<file path="src/rtl/comp_gain_sched.sv">
// Multi-channel compressor gain scheduler: one attack/hold/release gain FSM per channel,
// sharing a single external sample x gain multiplier through round-robin issue.
//
// state      | meaning
// -----------+-------------------------------------------------------------
// ST_IDLE    | no compression, gain held at 63
// ST_ATTACK  | gain halves toward the floor each sample, cnt counts down
// ST_HOLD    | gain frozen, hcnt counts below-threshold samples
// ST_RELEASE | gain climbs by one code per sample back to 63
module comp_gain_sched #(
  parameter int NCH          = 2,
  parameter int MUL_LAT      = 1,
  parameter int ATTACK_STEPS = 10,
  parameter int RELEASE_HOLD = 50,
  parameter int GAIN_MIN     = 8
) (
  input  logic               clk,
  input  logic               reset,
  input  logic               en,
  input  logic [2:0]         thre_para,
  input  logic [NCH-1:0]     in_valid,
  output logic [NCH-1:0]     in_ready,
  input  logic [16*NCH-1:0]  in_data,
  output logic               mul_valid,
  output logic [15:0]        mul_data,
  output logic [5:0]         mul_gain,
  input  logic [15:0]        mul_result,
  output logic [NCH-1:0]     out_valid,
  output logic [16*NCH-1:0]  out_data,
  output logic               busy
);

  localparam int IW = (NCH > 1) ? $clog2(NCH) : 1;
  localparam int CW = $clog2(ATTACK_STEPS + 1);
  localparam int HW = $clog2(RELEASE_HOLD + 1);

  localparam logic [5:0]    GAIN_MAX   = 6'd63;
  localparam logic [5:0]    GAIN_FLOOR = 6'(GAIN_MIN);
  localparam logic [CW-1:0] CNT_LOAD   = CW'(ATTACK_STEPS);
  localparam logic [HW-1:0] HOLD_LAST  = HW'(RELEASE_HOLD - 1);
  localparam logic [IW-1:0] LAST_CH    = IW'(NCH - 1);

  typedef enum logic [1:0] {
    ST_IDLE    = 2'd0,
    ST_ATTACK  = 2'd1,
    ST_HOLD    = 2'd2,
    ST_RELEASE = 2'd3
  } gain_state_t;

  logic [NCH-1:0] buf_full;
  logic [15:0]    buf_data [NCH];
  logic [IW-1:0]  rr_ptr;

  logic           grant_v;
  logic [IW-1:0]  grant_id;
  logic [IW-1:0]  arb_cand;
  int             arb_idx;

  gain_state_t    ch_state [NCH];
  logic [5:0]     ch_gain  [NCH];
  logic [CW-1:0]  ch_cnt   [NCH];
  logic [HW-1:0]  ch_hcnt  [NCH];

  logic [15:0]    iss_sample;
  logic [15:0]    level;
  logic [15:0]    threshold;
  logic           over;

  gain_state_t    cur_st, nxt_st;
  logic [5:0]     cur_gain, nxt_gain, half_gain, atk_gain;
  logic [CW-1:0]  cur_cnt, nxt_cnt;
  logic [HW-1:0]  cur_hcnt, nxt_hcnt;

  logic [IW-1:0]  mul_id;
  logic           mul_byp;

  logic [MUL_LAT-1:0] pipe_v;
  logic [MUL_LAT-1:0] pipe_byp;
  logic [IW-1:0]      pipe_id  [MUL_LAT];
  logic [15:0]        pipe_raw [MUL_LAT];

  logic               tail_v;
  logic               tail_byp;
  logic [IW-1:0]      tail_id;
  logic [15:0]        tail_res;
  logic [15:0]        out_hold [NCH];

  // Input buffers: a full buffer is never captured into, so capture and issue never collide.
  always_ff @(posedge clk or posedge reset) begin
    if (reset) begin
      buf_full <= '0;
      for (int k = 0; k < NCH; k++) buf_data[k] <= '0;
    end else begin
      for (int k = 0; k < NCH; k++) begin
        if (grant_v && grant_id == IW'(k)) begin
          buf_full[k] <= 1'b0;
        end else if (in_valid[k] && !buf_full[k]) begin
          buf_full[k] <= 1'b1;
          buf_data[k] <= in_data[16*k +: 16];
        end
      end
    end
  end

  assign in_ready = ~buf_full;

  always_comb begin
    grant_v  = 1'b0;
    grant_id = '0;
    arb_idx  = 0;
    arb_cand = '0;
    for (int off = 0; off < NCH; off++) begin
      arb_idx  = (int'(rr_ptr) + off) % NCH;
      arb_cand = IW'(arb_idx);
      if (!grant_v && buf_full[arb_cand]) begin
        grant_v  = 1'b1;
        grant_id = arb_cand;
      end
    end
  end

  assign iss_sample = buf_data[grant_id];

  // -32768 has no positive twin in 16 bits, so it saturates to full scale.
  always_comb begin
    if (iss_sample == 16'h8000)  level = 16'h7fff;
    else if (iss_sample[15])     level = -iss_sample;
    else                         level = iss_sample;
    threshold = 16'd5000 + 16'd1000 * {13'd0, thre_para};
    over      = (level > threshold);
  end

  always_comb begin
    cur_st    = ch_state[grant_id];
    cur_gain  = ch_gain[grant_id];
    cur_cnt   = ch_cnt[grant_id];
    cur_hcnt  = ch_hcnt[grant_id];
    nxt_st    = cur_st;
    nxt_gain  = cur_gain;
    nxt_cnt   = cur_cnt;
    nxt_hcnt  = cur_hcnt;
    half_gain = cur_gain - (cur_gain >> 1);
    atk_gain  = (half_gain < GAIN_FLOOR) ? GAIN_FLOOR : half_gain;
    if (!en) begin
      nxt_st   = ST_IDLE;
      nxt_gain = GAIN_MAX;
      nxt_cnt  = '0;
      nxt_hcnt = '0;
    end else begin
      case (cur_st)
        ST_IDLE: begin
          nxt_gain = GAIN_MAX;
          if (over) begin
            nxt_st   = ST_ATTACK;
            nxt_gain = atk_gain;
            nxt_cnt  = CNT_LOAD;
          end
        end
        ST_ATTACK: begin
          nxt_gain = atk_gain;
          if (over) begin
            nxt_cnt = CNT_LOAD;
          end else if (cur_cnt <= CW'(1)) begin
            nxt_st   = ST_HOLD;
            nxt_cnt  = '0;
            nxt_hcnt = '0;
          end else begin
            nxt_cnt = cur_cnt - 1'b1;
          end
        end
        ST_HOLD: begin
          if (over) begin
            nxt_st   = ST_ATTACK;
            nxt_cnt  = CNT_LOAD;
            nxt_hcnt = '0;
          end else if (cur_hcnt == HOLD_LAST) begin
            nxt_st   = ST_RELEASE;
            nxt_hcnt = '0;
          end else begin
            nxt_hcnt = cur_hcnt + 1'b1;
          end
        end
        ST_RELEASE: begin
          if (over) begin
            nxt_st  = ST_ATTACK;
            nxt_cnt = CNT_LOAD;
          end else begin
            nxt_gain = cur_gain + 6'd1;
            if (cur_gain == GAIN_MAX - 6'd1) nxt_st = ST_IDLE;
          end
        end
        default: begin
          nxt_st   = ST_IDLE;
          nxt_gain = GAIN_MAX;
          nxt_cnt  = '0;
          nxt_hcnt = '0;
        end
      endcase
    end
  end

  // Channel FSMs advance only on their own issue; the issued gain is the pre-update value.
  always_ff @(posedge clk or posedge reset) begin
    if (reset) begin
      for (int k = 0; k < NCH; k++) begin
        ch_state[k] <= ST_IDLE;
        ch_gain[k]  <= GAIN_MAX;
        ch_cnt[k]   <= '0;
        ch_hcnt[k]  <= '0;
      end
      rr_ptr    <= '0;
      mul_valid <= 1'b0;
      mul_data  <= '0;
      mul_gain  <= GAIN_MAX;
      mul_id    <= '0;
      mul_byp   <= 1'b0;
    end else begin
      mul_valid <= grant_v;
      if (grant_v) begin
        ch_state[grant_id] <= nxt_st;
        ch_gain[grant_id]  <= nxt_gain;
        ch_cnt[grant_id]   <= nxt_cnt;
        ch_hcnt[grant_id]  <= nxt_hcnt;
        rr_ptr             <= (grant_id == LAST_CH) ? '0 : grant_id + 1'b1;
        mul_data           <= iss_sample;
        mul_gain           <= en ? cur_gain : GAIN_MAX;
        mul_id             <= grant_id;
        mul_byp            <= !en;
      end
    end
  end

  always_ff @(posedge clk or posedge reset) begin
    if (reset) begin
      pipe_v   <= '0;
      pipe_byp <= '0;
      for (int i = 0; i < MUL_LAT; i++) begin
        pipe_id[i]  <= '0;
        pipe_raw[i] <= '0;
      end
    end else begin
      pipe_v[0]   <= mul_valid;
      pipe_byp[0] <= mul_byp;
      pipe_id[0]  <= mul_id;
      pipe_raw[0] <= mul_data;
      for (int i = 1; i < MUL_LAT; i++) begin
        pipe_v[i]   <= pipe_v[i-1];
        pipe_byp[i] <= pipe_byp[i-1];
        pipe_id[i]  <= pipe_id[i-1];
        pipe_raw[i] <= pipe_raw[i-1];
      end
    end
  end

  // The tail stage lines up with mul_result, so the result is forwarded in its valid cycle.
  assign tail_v   = pipe_v[MUL_LAT-1];
  assign tail_byp = pipe_byp[MUL_LAT-1];
  assign tail_id  = pipe_id[MUL_LAT-1];
  assign tail_res = tail_byp ? pipe_raw[MUL_LAT-1] : mul_result;

  always_ff @(posedge clk or posedge reset) begin
    if (reset) begin
      for (int k = 0; k < NCH; k++) out_hold[k] <= '0;
    end else if (tail_v) begin
      out_hold[tail_id] <= tail_res;
    end
  end

  always_comb begin
    out_valid = '0;
    out_data  = '0;
    for (int k = 0; k < NCH; k++) begin
      out_valid[k]        = tail_v && (tail_id == IW'(k));
      out_data[16*k +: 16] = out_valid[k] ? tail_res : out_hold[k];
    end
  end

  assign busy = (|buf_full) | mul_valid | (|pipe_v);

endmodule

</file>
<file path="config.mk">
export PLATFORM = sky130hd
export DESIGN_NAME = comp_gain_sched
export DESIGN_NICKNAME = d
export VERILOG_FILES = /design/src/rtl/comp_gain_sched.sv
export SDC_FILE = /design/constraint.sdc
export NUM_CORES = 1
export LEC_CHECK = 0
export ABC_AREA = 1
export CAP_MARGIN = 5
export CORE_UTILIZATION = 50
export DETAILED_ROUTE_END_ITERATION = 16
export HOLD_SLACK_MARGIN = 0.05
export PLACE_DENSITY = 0.85
export SYNTH_ARGS = -nofsm -noshare
export SYNTH_HDL_FRONTEND = slang
export SYNTH_SLANG_ARGS = --single-unit
</file>
<file path="constraint.sdc">
create_clock -name clk -period 10.5 [get_ports clk]
set_input_delay 1.575 -clock clk [delete_from_list [all_inputs] [get_ports clk]]
set_output_delay 1.575 -clock clk [all_outputs]
set_load 0.02 [all_outputs]
</file>
==> results of run 1 <==
[per-layer routing]
metal	wire (µm)	global-route usage	up-vias
li1	-	-	3465
met1	9019	0.3422	3271
met2	9165	0.3777	253
met3	1213	0.03922	32
met4	389	0.09819	0
met5	0	0	-
[stage by stage]
stage               utilization  setup slack (ps)
CTS                      0.6213              4553
floorplan                     -              5003
global placement         0.5859              4204
global route             0.6213              4116
detailed placement       0.5859              4096
finish                   0.6213              4541
[worst max path at each step]
stage                 start          end  depth (start not counted)
2_1_floorplan         reset  buf_data[0]                          1
3_3_place_gp   thre_para[1]   ch_hcnt[0]                         26
3_5_place_dp   thre_para[1]   ch_hcnt[5]                         26
4_1_cts        thre_para[1]   ch_hcnt[5]                         26
5_1_grt        thre_para[1]  ch_state[0]                         27
6_report       thre_para[1]   ch_hcnt[3]                         26
[worst register-to-register path: cells and delay by family, from the launching register on]
family / cells / cell delay (ps)
adders and majority gates: 1 / 270
DFF: 1 / 770
and+or+nand+nor: 19 / 3190
buffers and inverters: 4 / 1070
AOI/OAI and AO/OA: 1 / 170
[synth_stat cells (all sizes together) (18+ instances only)]
library cell	number	area [µm²]
dfrtp	129	3228
buf	20	136.4
a21oi	31	155.2
mux2	48	540.5
dfstp	18	473.0
o21ai	81	431.7
nand2	306	1196
clkbuf	18	67.56
nand3	79	425.4
ha	41	513.0
inv	98	367.8
nor2	63	256.5
[flip-flops by register name (all words and copies together), names as in the netlist]
register	count
buf_data	32
out_hold	32
mul_data	16
pipe_raw	16
ch_gain	12
ch_hcnt	12
ch_cnt	8
mul_gain	6
ch_state	4
buf_full	2
mul_byp	1
mul_id	1
mul_valid	1
pipe_byp	1
pipe_id	1
pipe_v	1
rr_ptr	1
[cell type report]
type / instances / area [µm²] / share of cell area
multi-input cells: 724 / 4144 / 0.4037
flip-flops and latches: 147 / 3701 / 0.3605
repair buffers: 119 / 1181 / 0.1151
clock buffers: 18 / 429.2 / 0.04180
inverters: 100 / 380.4 / 0.03705
well taps: 220 / 275.3 / 0.02681
clock inverters: 14 / 155.1 / 0.01511
[logic make-up after synthesis]
| kind of cell | count (synthesis) |
|---|---|
| adder cells (fa/ha/maj) | 46 |
| XOR/XNOR | 22 |
| multiplexers | 49 |
| flip-flops | 147 |
| AND/OR/NAND/NOR | 486 |
| buffers and inverters | 138 |
| AO/OA/AOI/OAI | 121 |
==> run_results.csv, run 1 <==
group,metric,value,unit
status,status,"finished clean",
flow_run,max-cap-violations,0,
cts,clk_pin_slew_worst_paths,60,ps
grt,track_usage,0.2435,
critical_path,path_max_fanout,16,
timing,rsz0062_at_grt,"no",
timing,relSlewSlack,0.3232,
die,core_area,16520,µm²
critical_path,slowest_delay,610,ps
placement,portBuffers,115,
timing,drv_slew,0,
synthesis,synth.avg_cell_area,8.347,µm²
min_path,whs_endpoint,"pipe_id",
critical_path,critPathCaptureType,"flip-flop",
placement,placed_area,9682,µm²
cts,ctsHoldBuffers,0,
grt,antenna_found_initial,0,
synthesis,synth_simple_gate_area_share,0.2532,
die,start_util,0.5097,
timing,worstMarginPinSlew,1013,ps
critical_path,r2r-end,"ch_hcnt[3]",
synthesis,synth_area,8422,µm²
synthesis,synth_top_family_by_area,"simple AND/OR/NAND/NOR gates",
critical_path,slowest_stage,"clkdlybuf4s50_1",
cts,cts_sinks,147,
grt,grt_start_max_net_pins,97,
cts,clockRootBuffer,"clkbuf_16",
die,die_area,17370,µm²
timing,fmax,167.8,MHz
die,rows,47,
grt,grt_pass1_vias,6852,
timing,tns,0,ps
timing,hold_viol,0,
detailed_routing,wirelength,19790,µm
detailed_routing,route.detailed.drc,0,
cts,post-cts-setup-buffers,0,
synthesis,synthMuxAreaShare,0.06537,
die,chipWidth,131.8,µm
synthesis,synth_compound_area_frac,0.07755,
detailed_routing,drtIter0Drc,637,
detailed_routing,viasPerCell,5.232,
critical_path,r2r_setup_slack,4940,ps
synthesis,synth_edf_count,0,
grt,grt_pass1_wl,33660,µm
synthesis,ys_warn_count,0,
critical_path,reg2regPathDepth,25,
placement,gp_congestion,0.9097,
synthesis,syn_inst,1009,
cells_and_area,drive_above_1_share,0.1337,
cts,cts_made_buffers,17,
cells_and_area,nets,1211,
cells_and_area,layout-area-overhead-vs-synth,21.90,%
synthesis,yosys.area_share.adder,0.07280,
critical_path,setup.worst_path.start_class,"primary input",
cts,cts.repair.resized,0,
cts,clkLatencyLatePin,430,ps
die,die_h,131.8,µm
synthesis,ys.flop_type,"dfrtp_1",
detailed_routing,wire_per_inst,14.75,µm
timing,finalSetupViolations,0,
cells_and_area,design_area,10270,µm²
cts,clock_path_buffers,2,
synthesis,synthDistinctLibCells,44,
timing,finalCriticalPeriod,5959,ps
detailed_routing,vias,7021,
synthesis,seq_area_frac_synth,0.4395,
synthesis,syn-num-nets,1111,
timing,hold_ws,386.0,ps
grt,grt-ovfl-total,0,
timing,min_period_over_period,0.5675,
cells_and_area,layout_common_cells,"293 x nand2_1, 129 x dfrtp_1, 115 x clkdlybuf4s50_1, 92 x inv_1, 76 x nand3_1",
placement,dp_hpwl,13870,µm
critical_path,crit_required,10820,ps
critical_path,crit_family,"adder cells",
die,ios,116,
critical_path,worstSetupPathType,"in2reg",
synthesis,ys_async_sr_fraction,1.000,
placement,dp_cells,1310,
min_path,hold_start,"mul_id",
critical_path,worstPathBufferInverterCount,6,
detailed_routing,ant_nets,0,
cts,cts_tree,"done",
cts,cts_max_level,4,
timing,clock_skew,5.621,ps
min_path,hp-class,"reg2reg",
critical_path,arrival,6280,ps
critical_path,r2r_start,"buf_full[1]",
cells_and_area,nFillCells,1351,
cells_and_area,fin_cells,1342,
cells_and_area,diodes,0,
detailed_routing,firstDrtPassIters,5,
synthesis,ys_ff_latch,147,
synthesis,yosys.area_share.xor_xnor,0.02288,
min_path,hold_depth,0,
cells_and_area,final_common_cell,"nand2_1",
Power of run 1 is not shown: default switching activity piles up to over one toggle a cycle in this logic, so the estimate is an artifact.
==> run 2, diff against run 1 <==
clock period = 5.9 ns   (was 10.5 ns; I/O delays follow)
==> run 2 against run 1 <==
  * Hold slack lost 2.2 ps
  * Sequential cell count is the same
  * First-iteration DRC count shrank 25%
  * Routed wire length grew 2.6%
  * Die area is the same
  * Count of clock-buffer cells in the layout grew 1
  * Critical path depth is the same
  * Non-clock buffer count grew 4
  * Sequential share of layout area shrank 0.24 points
  * Core utilization grew 0.41 points
  * Setup slack lost 3900 ps
  * Largest cell class unchanged
  * Highest routed layer unchanged
==> run_results.csv, run 2 (synthesis results as in run 1) <==
group,metric,value,unit
min_path,hp-class,"reg2reg",
grt,grt_pass1_wl,34490,µm
die,core_area,16520,µm²
critical_path,critPathLaunch,"thre_para[1]",
cells_and_area,layout-area-overhead-vs-synth,22.70,%
timing,fmax,190.3,MHz
timing,hold_viol,0,
grt,grt-ovfl-total,0,
detailed_routing,firstDrtPassIters,5,
grt,track_usage,0.2497,
cts,cts.repair.resized,0,
die,start_util,0.5097,
die,rows,47,
critical_path,path_max_fanout,16,
cts,clock_path_buffers,2,
timing,rsz0062_at_grt,"no",
timing,finalSetupViolations,0,
timing,drv_slew,0,
grt,grt_pass1_vias,7008,
cts,clkLatencyLatePin,430,ps
die,ios,116,
critical_path,r2r_start,"buf_full[1]",
cts,cts_max_level,4,
timing,finalCriticalPeriod,5254,ps
cells_and_area,diodes,0,
critical_path,crit_family,"adder cells",
detailed_routing,viasPerCell,5.292,
cells_and_area,layout_common_cells,"293 x nand2_1, 129 x dfrtp_1, 115 x clkdlybuf4s50_1, 92 x inv_1, 76 x nand3_1",
cts,clk_pin_slew_worst_paths,60,ps
die,chipWidth,131.8,µm
cts,ctsHoldBuffers,0,
cts,post-cts-setup-buffers,0,
detailed_routing,route.detailed.drc,0,
cts,cts_tree,"done",
critical_path,slowest_stage,"clkdlybuf4s50_1",
cts,clockRootBuffer,"clkbuf_16",
grt,antenna_found_initial,0,
cells_and_area,top_regs,"buf_data (32), out_hold (32)",
critical_path,arrival,5570,ps
die,die_area,17370,µm²
timing,relSlewSlack,0.3693,
placement,gp_congestion,0.9023,
detailed_routing,wire_per_inst,15.09,µm
grt,grt_start_max_net_pins,105,
flow_run,max-cap-violations,0,
die,die_h,131.8,µm
critical_path,setup.worst_path.start_class,"primary input",
detailed_routing,vias,7118,
cells_and_area,nets,1215,
timing,worstMarginPinSlew,943.8,ps
timing,tns,0,ps
timing,clock_skew,5.583,ps
critical_path,worstSetupPathType,"in2reg",
critical_path,slowest_delay,620,ps
detailed_routing,ant_nets,0,
critical_path,crit_required,6220,ps
critical_path,critPathCaptureType,"flip-flop",
critical_path,worstPathBufferInverterCount,5,
detailed_routing,wirelength,20300,µm
cells_and_area,drive_above_1_share,0.1360,
placement,portBuffers,115,
placement,dp_hpwl,14130,µm
cells_and_area,final_common_cell,"nand2_1",
detailed_routing,drtIter0Drc,475,
timing,min_period_over_period,0.8905,
cts,cts_made_buffers,17,
cts,cts_sinks,147,
status,status,"finished clean",
min_path,hold_start,"mul_byp",
-- run 2: layer usage --
| metal | part of all wire | vias to the layer above | track usage | wire length [µm] |
|---|---|---|---|---|
| met2 | 0.47 | 229 | 0.3974 | 9449 |
| met5 | 0 | - | 0 | 0 |
| li1 | - | 3453 | - | - |
| met1 | 0.47 | 3414 | 0.3445 | 9482 |
| met4 | 0.013 | 0 | 0.07429 | 269 |
| met3 | 0.054 | 22 | 0.05267 | 1097 |
-- run 2: area by class of cell --
cell class,instances,area (µm²)
inverters,100,380.4
multi-input cells,724,4144
clock inverters,12,178.9
fillers,1389,6191
well taps,220,275.3
repair buffers,123,1211
flip-flops and latches,147,3701
clock buffers,19,442.9
-- run 2: worst paths after layout --
| kind | end | slack, ps | cells past startpoint |
|---|---|---|---|
| min in group asynchronous | out_hold[31] | 1050 | 2 |
| hold reg to reg | pipe_byp | 380 | 0 |
| setup reg to reg | ch_hcnt[4] | 970 | 27 |
| setup / recovery | ch_hcnt[4] | 650 | 26 |
| hold / removal | pipe_byp | 380 | 0 |
| max in group asynchronous | ch_hcnt[10] | 3740 | 3 |
-- run 2: through the flow --
step | worst slack (ps) | instance area (µm²) | util | hold slack [ps] | std cells
5_1_grt | 282.1 | 10330 | 0.6254 | 400.7 | 1345
6_report | 646.3 | 10330 | 0.6254 | 383.8 | 1345
3_5_place_dp | 265.4 | 9712 | 0.5877 | 367.9 | 1314
4_1_cts | 697.9 | 10330 | 0.6254 | 387.0 | 1345
2_1_floorplan | 1093 | 8422 | - | 354.0 | 1009
3_3_place_gp | 422.3 | 9712 | 0.5877 | 363.7 | 1314
Power of run 2 is left out for the same reason.
